<file path="config.mk">
export PLATFORM = sky130hd
export DESIGN_NAME = vga_status_sync
export DESIGN_NICKNAME = d
export VERILOG_FILES = /design/src/rtl/vga_pkg.sv /design/src/rtl/vga_bit_sync.sv /design/src/rtl/vga_status_sync.sv
export SDC_FILE = /design/constraint.sdc
export NUM_CORES = 1
export LEC_CHECK = 0
export CAP_MARGIN = 15
export CORE_MARGIN = 3
export CORE_UTILIZATION = 50
export CTS_CLUSTER_SIZE = 28
export DETAILED_ROUTE_END_ITERATION = 12
export GPL_ROUTABILITY_DRIVEN = 0
export HOLD_SLACK_MARGIN = 0.05
export PLACE_DENSITY = 0.82
export RECOVER_POWER = 25
export SLEW_MARGIN = 0
export SYNTH_ARGS = -nofsm -noshare
export SYNTH_HDL_FRONTEND = slang
export SYNTH_SLANG_ARGS = --single-unit
</file>
<file path="constraint.sdc">
create_clock -name pixel_clk -period 2.8 [get_ports pixel_clk]
set_input_delay 0.56 -clock pixel_clk [delete_from_list [all_inputs] [get_ports pixel_clk]]
set_output_delay 0.56 -clock pixel_clk [all_outputs]
set_load 0.05 [all_outputs]
</file>
<file path="src/rtl/vga_pkg.sv">
// Shared types and default widths for the VGA status path.
package vga_pkg;

  localparam int DEST_W_DEF  = 8;
  localparam int STATE_W_DEF = 2;

  typedef enum logic [1:0] {
    IDLE    = 2'd0,
    PENDING = 2'd1,
    ACK     = 2'd2
  } status_state_t;

endpackage

</file>
<file path="src/rtl/vga_bit_sync.sv">
// N-stage single-bit synchronizer into the pixel_clk domain, async reset to 0.
module vga_bit_sync #(
  parameter int STAGES = 2
) (
  input  logic pixel_clk,
  input  logic reset,
  input  logic d,
  output logic q
);

  logic [STAGES-1:0] sync_ff;

  always_ff @(posedge pixel_clk or posedge reset) begin
    if (reset) begin
      sync_ff <= '0;
    end else begin
      sync_ff <= {sync_ff[STAGES-2:0], d};
    end
  end

  assign q = sync_ff[STAGES-1];

endmodule

</file>
<file path="src/rtl/vga_status_sync.sv">
// Brings elevator status across to pixel_clk via a 4-phase req/ack handshake and
// commits it only at the vsync falling edge. Optional blink phase: VGA_STATUS_BLINK_EN.
module vga_status_sync
  import vga_pkg::*;
#(
  parameter int DEST_W       = DEST_W_DEF,
  parameter int STATE_W      = STATE_W_DEF,
  parameter int SYNC_STAGES  = 2,
  parameter int BLINK_FRAMES = 30
) (
  input  logic               pixel_clk,
  input  logic               reset,
  input  logic               upd_req,
  input  logic [DEST_W-1:0]  upd_destination,
  input  logic [STATE_W-1:0] upd_sim_state,
  input  logic               vsync,
  output logic               upd_ack,
  output logic [DEST_W-1:0]  destination,
  output logic [STATE_W-1:0] sim_state,
  output logic               pending,
  output logic               blink
);

  if (SYNC_STAGES < 2 || BLINK_FRAMES < 1) begin : g_param_check
    $error("vga_status_sync: SYNC_STAGES must be >= 2 and BLINK_FRAMES >= 1");
  end

  status_state_t      state;
  status_state_t      state_next;
  logic               req_s;
  logic               vsync_q;
  logic               vs_fall;
  logic               capture;
  logic               commit;
  logic [DEST_W-1:0]  shadow_dest;
  logic [STATE_W-1:0] shadow_state;

  vga_bit_sync #(
    .STAGES(SYNC_STAGES)
  ) u_req_sync (
    .pixel_clk(pixel_clk),
    .reset    (reset),
    .d        (upd_req),
    .q        (req_s)
  );

  assign vs_fall = vsync_q & ~vsync;

  always_ff @(posedge pixel_clk or posedge reset) begin
    if (reset) begin
      state <= IDLE;
    end else begin
      state <= state_next;
    end
  end

  // Data is captured once on entry to PENDING and only released to the display at vsync.
  always_comb begin
    state_next = state;
    capture    = 1'b0;
    commit     = 1'b0;
    case (state)
      IDLE: begin
        if (req_s) begin
          state_next = PENDING;
          capture    = 1'b1;
        end
      end
      PENDING: begin
        if (vs_fall) begin
          state_next = ACK;
          commit     = 1'b1;
        end
      end
      ACK: begin
        if (!req_s) begin
          state_next = IDLE;
        end
      end
      default: state_next = IDLE;
    endcase
  end

  always_ff @(posedge pixel_clk or posedge reset) begin
    if (reset) begin
      vsync_q      <= 1'b1;
      shadow_dest  <= '0;
      shadow_state <= '0;
      destination  <= '0;
      sim_state    <= '0;
      pending      <= 1'b0;
      upd_ack      <= 1'b0;
    end else begin
      vsync_q <= vsync;
      if (capture) begin
        shadow_dest  <= upd_destination;
        shadow_state <= upd_sim_state;
      end
      if (commit) begin
        destination <= shadow_dest;
        sim_state   <= shadow_state;
      end
      pending <= (state_next == PENDING);
      upd_ack <= (state_next == ACK);
    end
  end

`ifdef VGA_STATUS_BLINK_EN
  localparam int CNT_W = (BLINK_FRAMES > 1) ? $clog2(BLINK_FRAMES) : 1;

  logic [CNT_W-1:0] frame_cnt;
  logic             blink_q;

  // Blink half-period counted in whole frames so the phase flips only between frames.
  always_ff @(posedge pixel_clk or posedge reset) begin
    if (reset) begin
      frame_cnt <= '0;
      blink_q   <= 1'b0;
    end else if (vs_fall) begin
      if (frame_cnt == CNT_W'(BLINK_FRAMES - 1)) begin
        frame_cnt <= '0;
        blink_q   <= ~blink_q;
      end else begin
        frame_cnt <= frame_cnt + 1'b1;
      end
    end
  end

  assign blink = blink_q;
`else
  assign blink = 1'b0;
`endif

endmodule

</file>
==> flow_metrics.env <==
export IMPL_met2_usage=0.267
export IMPL_syn_area_um2=1030
export IMPL_crit_buf_inv=1
export IMPL_period_needed_ns=2.06
export IMPL_hold_viol_final=0
export IMPL_start_util=0.562
export IMPL_clock_latency_ns=0.31
export IMPL_tightest_slew_ns=0.829
export IMPL_outcome="completed"
export IMPL_synth_cells=61
export IMPL_drc=0
export IMPL_p_leak_nw=0.577
export IMPL_skew_ns=0.00337
export IMPL_ios=27
export IMPL_busiest_layer="met2"
export IMPL_setup_viol_count_final=0
export IMPL_arrival_ns=1.50
export IMPL_first_pass_iters=4
export IMPL_die_area_um2=2650
export IMPL_whs_ns=0.373
export IMPL_worstSetupPathType="reg -> out"
export IMPL_relSlewSlack=0.445
export IMPL_final_area_um2=1330
export IMPL_end_kind="primary output"
export IMPL_synth_area_mux_share=0.247
export IMPL_syn2layout_area_growth_pct=28.7
export IMPL_io_buffers=25
export IMPL_drive_above_1_share=0.330
export IMPL_p_switching_uw=596
export IMPL_syn_area_per_cell_um2=16.9
export IMPL_core_area_um2=1840
export IMPL_yosysWarnings=0
export IMPL_antenna_found_initial=0
export IMPL_pwr_share_clk=0.102
export IMPL_hold_class="reg -> reg"
export IMPL_cp_slowest_cell="clkdlybuf4s50_1"
export IMPL_switching_share=0.391
export IMPL_first_iter_violations=9
export IMPL_antenna_cells=0
export IMPL_ys_ff_latch=27
export IMPL_path_cells="clkdlybuf4s50_1"
export IMPL_hpwlAfterDp_um=1300
export IMPL_place_area_um2=1300
export IMPL_critPathTopFamily="buffers and inverters"
export IMPL_synth_top_family_by_area="multiplexers"
export IMPL_post_cts_buffers=0
export IMPL_power_frac_comb=0.472
export IMPL_grt_max_degree=16
export IMPL_cts_max_level=1
export IMPL_yosys_area_share_adder=0
export IMPL_synth_seq_area_share=0.655
export IMPL_use_met3=0.0350
export IMPL_fin_cells=113
export IMPL_cts_sinks=27
export IMPL_rows=15
export IMPL_grt_overflow_total=0
export IMPL_die_width_um=51.5
export IMPL_cts_root_buf="clkbuf_4"
export IMPL_place_ws_ns=0.817
export IMPL_grt_pass1_vias=622
export IMPL_die_y_um=51.5
export IMPL_synth_xor_area_frac=0
export IMPL_cts_hold_buffers=0
export IMPL_use_met1=0.190
export IMPL_via_count=555
export IMPL_crit_fanout=2
export IMPL_avgViaCountPerCell=4.91
export IMPL_max_cap_violations=0
export IMPL_cellPowerDensity_nw_per_um2=1140
export IMPL_finalNetCount=103
export IMPL_drv_slew=0
export IMPL_cts_buffers=3
export IMPL_intPower_uw=927
export IMPL_placed_cells=109
export IMPL_start_kind="flip-flop"
export IMPL_cts_tree="yes"
export IMPL_grt_pass1_wl_um=3020
export IMPL_setup_tns_ns=0
export IMPL_antenna_left=0
export IMPL_required_ns=2.24
export IMPL_fin_crit_sh=0.735
export IMPL_sequentialPowerShare=0.426
export IMPL_peakVddDrop_mv=0.632
export IMPL_cts_resized=0
export IMPL_routedWlPerCell_um=15.3
export IMPL_syn_nets=75
export IMPL_grtUsageTotal=0.159
export IMPL_synth_compound_area_frac=0.0339
export IMPL_fmax_ghz=0.486
export IMPL_nFillCells=143
export IMPL_wl_um=1730
export IMPL_setup_ws_ns=0.741
export IMPL_multi_input_area_um2=327
export IMPL_area_sequential_um2=677
export IMPL_clock_tree_buffer_depth=2
export IMPL_rsz0062_at_grt="no"
export IMPL_synthSimpleGateAreaFrac=0.0266
export IMPL_path_clk_slew_ns=0.13
export IMPL_slowest_delay_ns=0.81
export IMPL_ys_types=14
## final cells by class
cell class | count | area share
sequential | 27 | 0.509
multi-input combinational | 28 | 0.246
timing repair buffer | 26 | 0.194
tap | 25 | 0.0235
clock buffer | 4 | 0.0198
inverter | 3 | 0.00847
## state kept, by name, summed over array words and instances (netlist names)
| signal | flops |
|---|---|
| shadow_state | 2 |
| destination | 8 |
| u_req_sync.sync_ff | 2 |
| shadow_dest | 8 |
| state | 2 |
| upd_ack | 1 |
| vsync_q | 1 |
| sim_state | 2 |
| pending | 1 |
## metrics by stage
step	util	total power, mW
6_report	0.723	1.52
5_1_grt	0.723	1.61
4_1_cts	0.723	1.54
3_5_place_dp	0.709	1.38
3_3_place_gp	0.709	1.35
2_1_floorplan	-	1.15
## cells in the mapped netlist (all sizes together)
library cell / n / area share
nor2: 1 / 0.0036
conb: 1 / 0.0036
dfrtp: 26 / 0.63
and4bb: 1 / 0.016
dfstp: 1 / 0.025
nor3b: 1 / 0.0073
inv: 3 / 0.011
mux2: 20 / 0.25
a31o: 2 / 0.017
buf: 3 / 0.023
a311oi: 2 / 0.017
## final timing paths
check,cells after the start,from,endpoint,slack (ns)
worst max-delay path,1,destination[0],destination[0],0.74
worst min-delay path,0,u_req_sync.sync_ff[0],u_req_sync.sync_ff[1],0.37
worst max register to register,2,state[1],shadow_state[1],1.08
worst min register to register,0,u_req_sync.sync_ff[0],u_req_sync.sync_ff[1],0.37
max in group asynchronous,3,reset,vsync_q,1.49
min in group asynchronous,2,reset,destination[6],0.68
## logic make-up (layout without fill, tap and decap cells)
group                  Yosys count  in the layout
DFF                             27             27
muxes                           20             20
AOI/OAI and AO/OA                4              4
buffers and inverters            6             33
other                            1              1
and+or+nand+nor                  3              3
## metal layers
layer | wire length, um | share of wire
met1 | 723 | 0.42
met2 | 911 | 0.53
met3 | 79 | 0.046
met4 | 17 | 0.0098
met5 | 0 | 0
## power by group through the flow
stage	Sequential (mW)	Clock (mW)	Combinational (mW)
3_5_place_dp	0.657	0	0.725
3_3_place_gp	0.644	0	0.708
4_1_cts	0.650	0.165	0.727
5_1_grt	0.670	0.186	0.753
6_report	0.649	0.155	0.719
2_1_floorplan	0.916	0	0.230
## worst register-to-register path, cell delays in order (launching register included)
cell     delay [ns]
dfrtp_1        0.47
nor3b_2        0.73
mux2_2         0.43
## cells in the final DEF, fill, tap and decap left out, drive strengths merged, types with 2 or more instances in the layout
cell | synthesis | final
inv | 3 | 3
dfrtp | 26 | 26
clkbuf | 0 | 4
a311oi | 2 | 2
dlygate4sd3 | 0 | 3
a31o | 2 | 2
clkdlybuf4s50 | 0 | 22
mux2 | 20 | 20
(Power assumes the default switching activity.)
